===== config.mk =====
export PLATFORM = sky130hd
export DESIGN_NAME = dram_timing_ctrl
export DESIGN_NICKNAME = d
export VERILOG_FILES = /design/src/rtl/dram_timing_ctrl.sv
export SDC_FILE = /design/constraint.sdc
export NUM_CORES = 1
export LEC_CHECK = 0
export BUFFER_PORTS_ARGS = -buffer_cell sky130_fd_sc_hd__buf_2
export CAP_MARGIN = 20
export CORE_ASPECT_RATIO = 1.4
export CORE_MARGIN = 1.5
export CORE_UTILIZATION = 40
export DETAILED_ROUTE_END_ITERATION = 10
export SYNTH_ARGS = -nofsm -noshare
export SYNTH_HDL_FRONTEND = slang
export SYNTH_SLANG_ARGS = --single-unit

===== constraint.sdc =====
create_clock -name CLK -period 3.1 [get_ports CLK]
set_input_delay 0.62 -clock CLK [delete_from_list [all_inputs] [get_ports CLK]]
set_output_delay 0.62 -clock CLK [all_outputs]
set_load 0.02 [all_outputs]

===== src/rtl/dram_timing_ctrl.sv =====
// DRAM command timing tracker: times each command-FSM state and flags its
// completion with a one-cycle done pulse, and paces periodic refresh requests.
package dram_pkg;
  typedef enum logic [2:0] {
    IDLE,
    INIT,
    ACTIVATE,
    BANK_ACTIVE,
    READ,
    WRITE,
    PRECHARGE,
    REFRESH
  } dram_state_t;
endpackage

module dram_timing_ctrl
  import dram_pkg::*;
#(
  parameter int unsigned CNT_W  = 16,
  parameter int unsigned tRCD   = 14,
  parameter int unsigned tCL    = 14,
  parameter int unsigned tBURST = 4,
  parameter int unsigned tCWL   = 12,
  parameter int unsigned tWR    = 16,
  parameter int unsigned tRP    = 14,
  parameter int unsigned tRFC   = 260,
  parameter int unsigned tREFI  = 7800
) (
  input  logic        CLK,
  input  logic        RST,
  input  dram_state_t cmd_state,
  input  logic        init_done,
  output logic        tACT_done,
  output logic        tRD_done,
  output logic        tWR_done,
  output logic        tPRE_done,
  output logic        tREF_done,
  output logic        rf_req
);

  localparam longint unsigned MAX_CNT = (64'd1 << CNT_W) - 64'd1;
  localparam longint unsigned P_ACT   = 64'(tRCD);
  localparam longint unsigned P_RD    = 64'(tCL) + 64'(tBURST);
  localparam longint unsigned P_WR    = 64'(tCWL) + 64'(tBURST) + 64'(tWR);
  localparam longint unsigned P_PRE   = 64'(tRP);
  localparam longint unsigned P_REF   = 64'(tRFC);
  localparam longint unsigned P_REFI  = 64'(tREFI);

  // Every period must be non-zero and representable in the counter width.
  if (P_ACT < 1 || P_RD < 1 || P_WR < 1 || P_PRE < 1 || P_REF < 1 || P_REFI < 1 ||
      P_ACT > MAX_CNT || P_RD > MAX_CNT || P_WR > MAX_CNT || P_PRE > MAX_CNT ||
      P_REF > MAX_CNT || P_REFI > MAX_CNT) begin : g_bad_period
    $error("dram_timing_ctrl: a timing period is zero or exceeds 2**CNT_W-1");
  end

  // Done fires when the effective count equals period-1 (T-th cycle of a visit).
  localparam logic [CNT_W-1:0] ACT_LAST = CNT_W'(P_ACT - 64'd1);
  localparam logic [CNT_W-1:0] RD_LAST  = CNT_W'(P_RD - 64'd1);
  localparam logic [CNT_W-1:0] WR_LAST  = CNT_W'(P_WR - 64'd1);
  localparam logic [CNT_W-1:0] PRE_LAST = CNT_W'(P_PRE - 64'd1);
  localparam logic [CNT_W-1:0] REF_LAST = CNT_W'(P_REF - 64'd1);
  localparam logic [CNT_W-1:0] REFI_W   = CNT_W'(P_REFI);

  dram_state_t      prev_state;
  logic [CNT_W-1:0] cnt_q, cnt_eff, cnt_next;
  logic [CNT_W-1:0] ref_q, ref_eff, ref_next;
  logic             entry, ref_entry;

  // Visit detection, effective counts and saturating next-count values.
  // A refresh entry zeroes the interval count in its own cycle, so the next
  // request lands exactly tREFI cycles after the entry.
  always_comb begin
    entry     = (cmd_state != prev_state);
    ref_entry = entry && (cmd_state == REFRESH);
    cnt_eff   = entry ? '0 : cnt_q;
    cnt_next  = (cnt_eff == '1) ? cnt_eff : cnt_eff + CNT_W'(1);
    ref_eff   = ref_entry ? '0 : ref_q;
    if (!init_done) begin
      ref_next = '0;
    end else if (ref_eff == REFI_W) begin
      ref_next = ref_eff;
    end else begin
      ref_next = ref_eff + CNT_W'(1);
    end
  end

  // Done pulses and refresh request; all forced low during reset.
  always_comb begin
    tACT_done = 1'b0;
    tRD_done  = 1'b0;
    tWR_done  = 1'b0;
    tPRE_done = 1'b0;
    tREF_done = 1'b0;
    rf_req    = 1'b0;
    if (!RST) begin
      case (cmd_state)
        ACTIVATE:  tACT_done = (cnt_eff == ACT_LAST);
        READ:      tRD_done  = (cnt_eff == RD_LAST);
        WRITE:     tWR_done  = (cnt_eff == WR_LAST);
        PRECHARGE: tPRE_done = (cnt_eff == PRE_LAST);
        REFRESH:   tREF_done = (cnt_eff == REF_LAST);
        default:   ;
      endcase
      rf_req = (ref_eff == REFI_W);
    end
  end

  // State history, command counter and refresh interval counter.
  always_ff @(posedge CLK) begin
    if (RST) begin
      prev_state <= IDLE;
      cnt_q      <= '0;
      ref_q      <= '0;
    end else begin
      prev_state <= cmd_state;
      cnt_q      <= cnt_next;
      ref_q      <= ref_next;
    end
  end

endmodule


### Word-level counts from Yosys, hierarchy flattened

Index checks and enable logic that the tools add are counted.

* register bits after elaboration: 35
* bits of input ports: 6
* output and inout port bits: 6

* $add $sub $neg: 2
* equal/unequal tests: 12
* muxes and demuxes: 15
* bitwise gates (word level): 1
* reduce and logical (&&, ||, !) cells: 2

Operator list (number)
* $mux 16: 4
* $add 16x1->16 const B: 2
* $eq 16x5->1 const B: 2
* $eq 16x13->1 const B: 1
* $eq 16x16->1 const B: 1
* $eq 16x4->1 const B: 1
* $eq 16x9->1 const B: 1
* $eq 3x3->1 const B: 4
* $mux 1: 11
* $eq 3x2->1 const B: 1
* $ne 3x3->1: 1
* $reduce_or 2->1: 1
* $logic_and 1x1->1: 1
* $not 1->1: 1

### Logic depth before layout (Yosys ltp)

* depth after elaboration: 5
* gate-level depth with buffers: 9
* gate-level depth less buffers: 8

### Worst setup path after synthesis

Ideal clock, no wire load.

* path kind: input to output
* start point: in cmd_state[2]
* end point: out rf_req
* arrival: 2.351 ns
* data required time: 2.480 ns
* path slack: 0.129 ns
* cell stages on the path: 7
* path through: buf_2 -> nand3_2 -> o21ai_0 -> ha_1 -> nor4b_1 -> nand3_1 -> nor3_1

* word-level cells in the longest chain between the ends: 5
* elaborated cells between the ends (all ways): 6
* those cells by class: eq/ne (3); mux (2); reduce/logical (1)

RTL lines
* start: declaration: line 31 `input dram_state_t cmd_state,`
* $ne 3x3->1 or $eq 3x3->1 (tied branches): line 73, 74
* $logic_and 1x1->1 *: line 74 `ref_entry = entry && (cmd_state == REFRESH);`
* $mux 16 *: line 77 `ref_eff = ref_entry ? '0 : ref_q;`
* $eq 16x13->1 *: line 104 `rf_req = (ref_eff == REFI_W);`
* $mux 1 *: line 95 `if (!RST) begin`
* end: declaration: line 38 `output logic rf_req`

Every way passes the cells marked *; elsewhere a longest branch is shown, timed or not.

### Worst setup path after layout

* start point: in cmd_state[0]
* end point: out tREF_done

* word-level cells in the longest chain between the ends: 5
* elaborated cells between the ends (all ways): 6
* those cells by class: eq/ne (3); mux (3)

RTL lines
* $ne 3x3->1: line 73 `entry = (cmd_state != prev_state);`
* $mux 16: line 75 `cnt_eff = entry ? '0 : cnt_q;`
* $eq 16x9->1: line 101 `REFRESH: tREF_done = (cnt_eff == REF_LAST);`
* $mux 1 *: line 96 `case (cmd_state)`
* $mux 1 *: line 95
* end: declaration: line 37 `output logic tREF_done,`

Marked as above.

==> summary.txt <==
GRT
  – Gr usage total: 0.177
  – GRT overflow: 0
  – Largest net degree at the start of global routing: 13
  – Initial antenna violation count: 0
  – Vias in the first global route: 1641
  – First-pass GRT wire length: ~7600 µm

CTS
  – Postcts setup bufs: 0
  – CTS Buf Count: 5
  – CTS clk-pin slew, worst paths: around 0.070 ns
  – Clock Sinks: 35
  – CTS tree: yes
  – Cts hold-fix bufs: 0
  – Clock Latency Late Sink: slightly below 0.3 ns
  – Root Driver: clkbuf_8
  – H-tree Lvls: 2
  – Cts repair resizes: 0
  – Longest Clk Path Bufs: 2

Timing
  – Max-slew violations: 0
  – Min Tclk post-route: between 2 and 3 ns
  – Rel. slew slack: 0.638
  – Crit share post-route: 0.901
  – Clock Skew: between 0.008 and 0.009 ns
  – Total negative slack: 0 ns
  – Slew at the pin with the worst max-slew slack: 0.538 ns
  – WHS: 0.498 ns
  – Setup violators final: 0
  – FMAX: around 0.36 GHz
  – RSZ-0062 raised after global routing: false
  – Final hold violation count: 0

Critical path
  – R2r startpoint: prev_state[0]$_SDFF_PP0_
  – Setup Crit Path Kind: primary input to primary output
  – R2r worst-path depth: 8
  – Worst setup SP type: primary input
  – R2R Setup Slk: between 0.7 and 0.8 ns
  – CP endpoint kind: primary output
  – CP Data Arrival Time: about 2.2 ns
  – CP Launch Point: cmd_state[0]
  – Setup crit end: tREF_done
  – Reg2reg end: ref_q[14]$_SDFF_PP0_
  – CP Max Fanout: 7
  – Req. time, crit path: about 2.5 ns

Layout
  – Layout net count: between 200 and 300
  – Share of layout cells above drive strength 1: 0.150
  – Filler cell count: 527
  – Antenna Cells: 0
  – Area grow syn2layout: 11.7%
  – Core Util, Final: 0.460

Synthesis
  – Async S/R FF share, synth: 0
  – Mean Syn Cell Area: 8.57 µm²
  – Main flop type after synthesis: dfxtp_1
  – #FFs+latches synth: 35
  – Number of flops mapped to enable cells by yosys: 0
  – Sequential fraction of the synthesis area: 0.354
  – Yosys cell types: 46
  – Synth Cell Area: between 0.0015 and 0.002 mm²
  – Synth Warn #: 0
  – Synth Net Count: between 200 and 250
  – Post-Syn Instances: ~230

Detailed routing
  – Wire per inst: between 10 and 15 µm
  – DRT Pass-1 Iters: 4
  – Via count: about 1800
  – Vias per cell: approximately 5.7
  – DR iter-0 viols: 44
  – Final WL: around 4500 µm
  – Final ANT Viol Nets: 0
  – DRC Markers: 0

Placement
  – Hpwl dp: between 3000 and 4000 µm
  – IO buf count: 11
  – Gp weighted congestion: 0.906

Floorplan
  – Die area: between 0.005 and 0.006 mm²
  – Starting Density: 0.412
  – Row count: 30
  – IO Count: 12
  – Die Y-Extent: between 80 and 90 µm
  – Placeable Area: around 0.0048 mm²
  – Die W: between 60 and 70 µm

Pwr
  – Worst vdd ir: about 260 µV
  – Total power: approximately 930 µW
  – Pleak: ~0.00076 µW
  – PwrDens: between 400 and 500 mW/mm²

Worst hold path
  – Hold Crit Depth: 2
  – HP Class: flop to flop

Run
  – Max Cap Violations: 0

Status
  – Status: completed
worst max-delay path: stages:
cell	delay (ns)
buf_2	0.16
xor2_2	0.20
nor4_4	0.44
nand4b_1	0.25
nor4_2	0.31
buf_2	0.20
synth_stat cells, types with 7 or more instances:
library cell	number	area, µm²
nor2_1	19	71.3
nand2_1	20	75.1
dfxtp_1	35	701
o21ai_0	9	45.0
and4_1	7	61.3
and3_1	8	50.1
nand3_1	13	65.1
or4_1	8	60.1
a21oi_1	15	75.1
how the worst min path moves through the flow:
stage                                    start                   end  slack [ns]
after floorplan           ref_q[15]$_SDFF_PP0_  ref_q[15]$_SDFF_PP0_        0.45
after global routing      ref_q[15]$_SDFF_PP0_  ref_q[15]$_SDFF_PP0_        0.52
after detailed placement  ref_q[15]$_SDFF_PP0_  ref_q[15]$_SDFF_PP0_        0.49
after CTS                 ref_q[15]$_SDFF_PP0_  ref_q[15]$_SDFF_PP0_        0.50
after global placement    ref_q[15]$_SDFF_PP0_  ref_q[15]$_SDFF_PP0_        0.47
final                      cnt_q[6]$_SDFF_PP0_   cnt_q[6]$_SDFF_PP0_        0.50
sequential cells by signal, indices dropped and copies added (netlist names):
register and flops:
cnt_q 16, prev_state 3, ref_q 16
cells in the final DEF, fill, tap and decap left out, drive strengths merged, types with 6 or more instances in the layout:
master	n
dfxtp	35
nand2	20
nor2	19
a21oi	16
nand3	15
buf	15
o21ai	11
and3	8
or4	8
xor2	8
and4	7
nor3	7
inv	6
and2	6
xnor2	6
nand4	6
nor4	6
logic make-up after synthesis:
kind of cell | synth area share
and+or+nand+nor | 0.350
AOI/OAI and AO/OA | 0.155
DFF | 0.354
xor gates and xnor gates | 0.0695
buffers and inverters | 0.0379
muxes | 0.0152
adders and majority gates | 0.0190
power by group:
part	internal (µW)	switching (µW)
Combinational	20.5	37.9
Sequential	454	4.95
Clock	239	174
per-stage QoR:
step | instances | instance area, µm² | setup slack, ns
2_1_floorplan | 231 | 1980 | 0.129
3_3_place_gp | 302 | 2090 | 0.236
3_5_place_dp | 302 | 2090 | 0.154
4_1_cts | 310 | 2210 | 0.0895
5_1_grt | 310 | 2210 | 0.0966
6_report | 310 | 2210 | 0.308
layer usage:
layer	up-vias	share of wire	global-route usage
li1	885	-	-
met1	842	0.46	0.217
met2	29	0.49	0.309
met3	6	0.031	0.0312
met4	0	0.016	0.0667
met5	-	0	0
area by class of cell:
cell class / instances / area [µm²] / area share
clock buffer: 5 / 68.8 / 0.0311
clock inverter: 3 / 43.8 / 0.0198
inverter: 6 / 22.5 / 0.0102
multi-input combinational: 182 / 1210 / 0.548
sequential: 35 / 701 / 0.317
tap: 64 / 80.1 / 0.0362
timing repair buffer: 15 / 85.1 / 0.0385
Power figures use the tool's default switching activity.
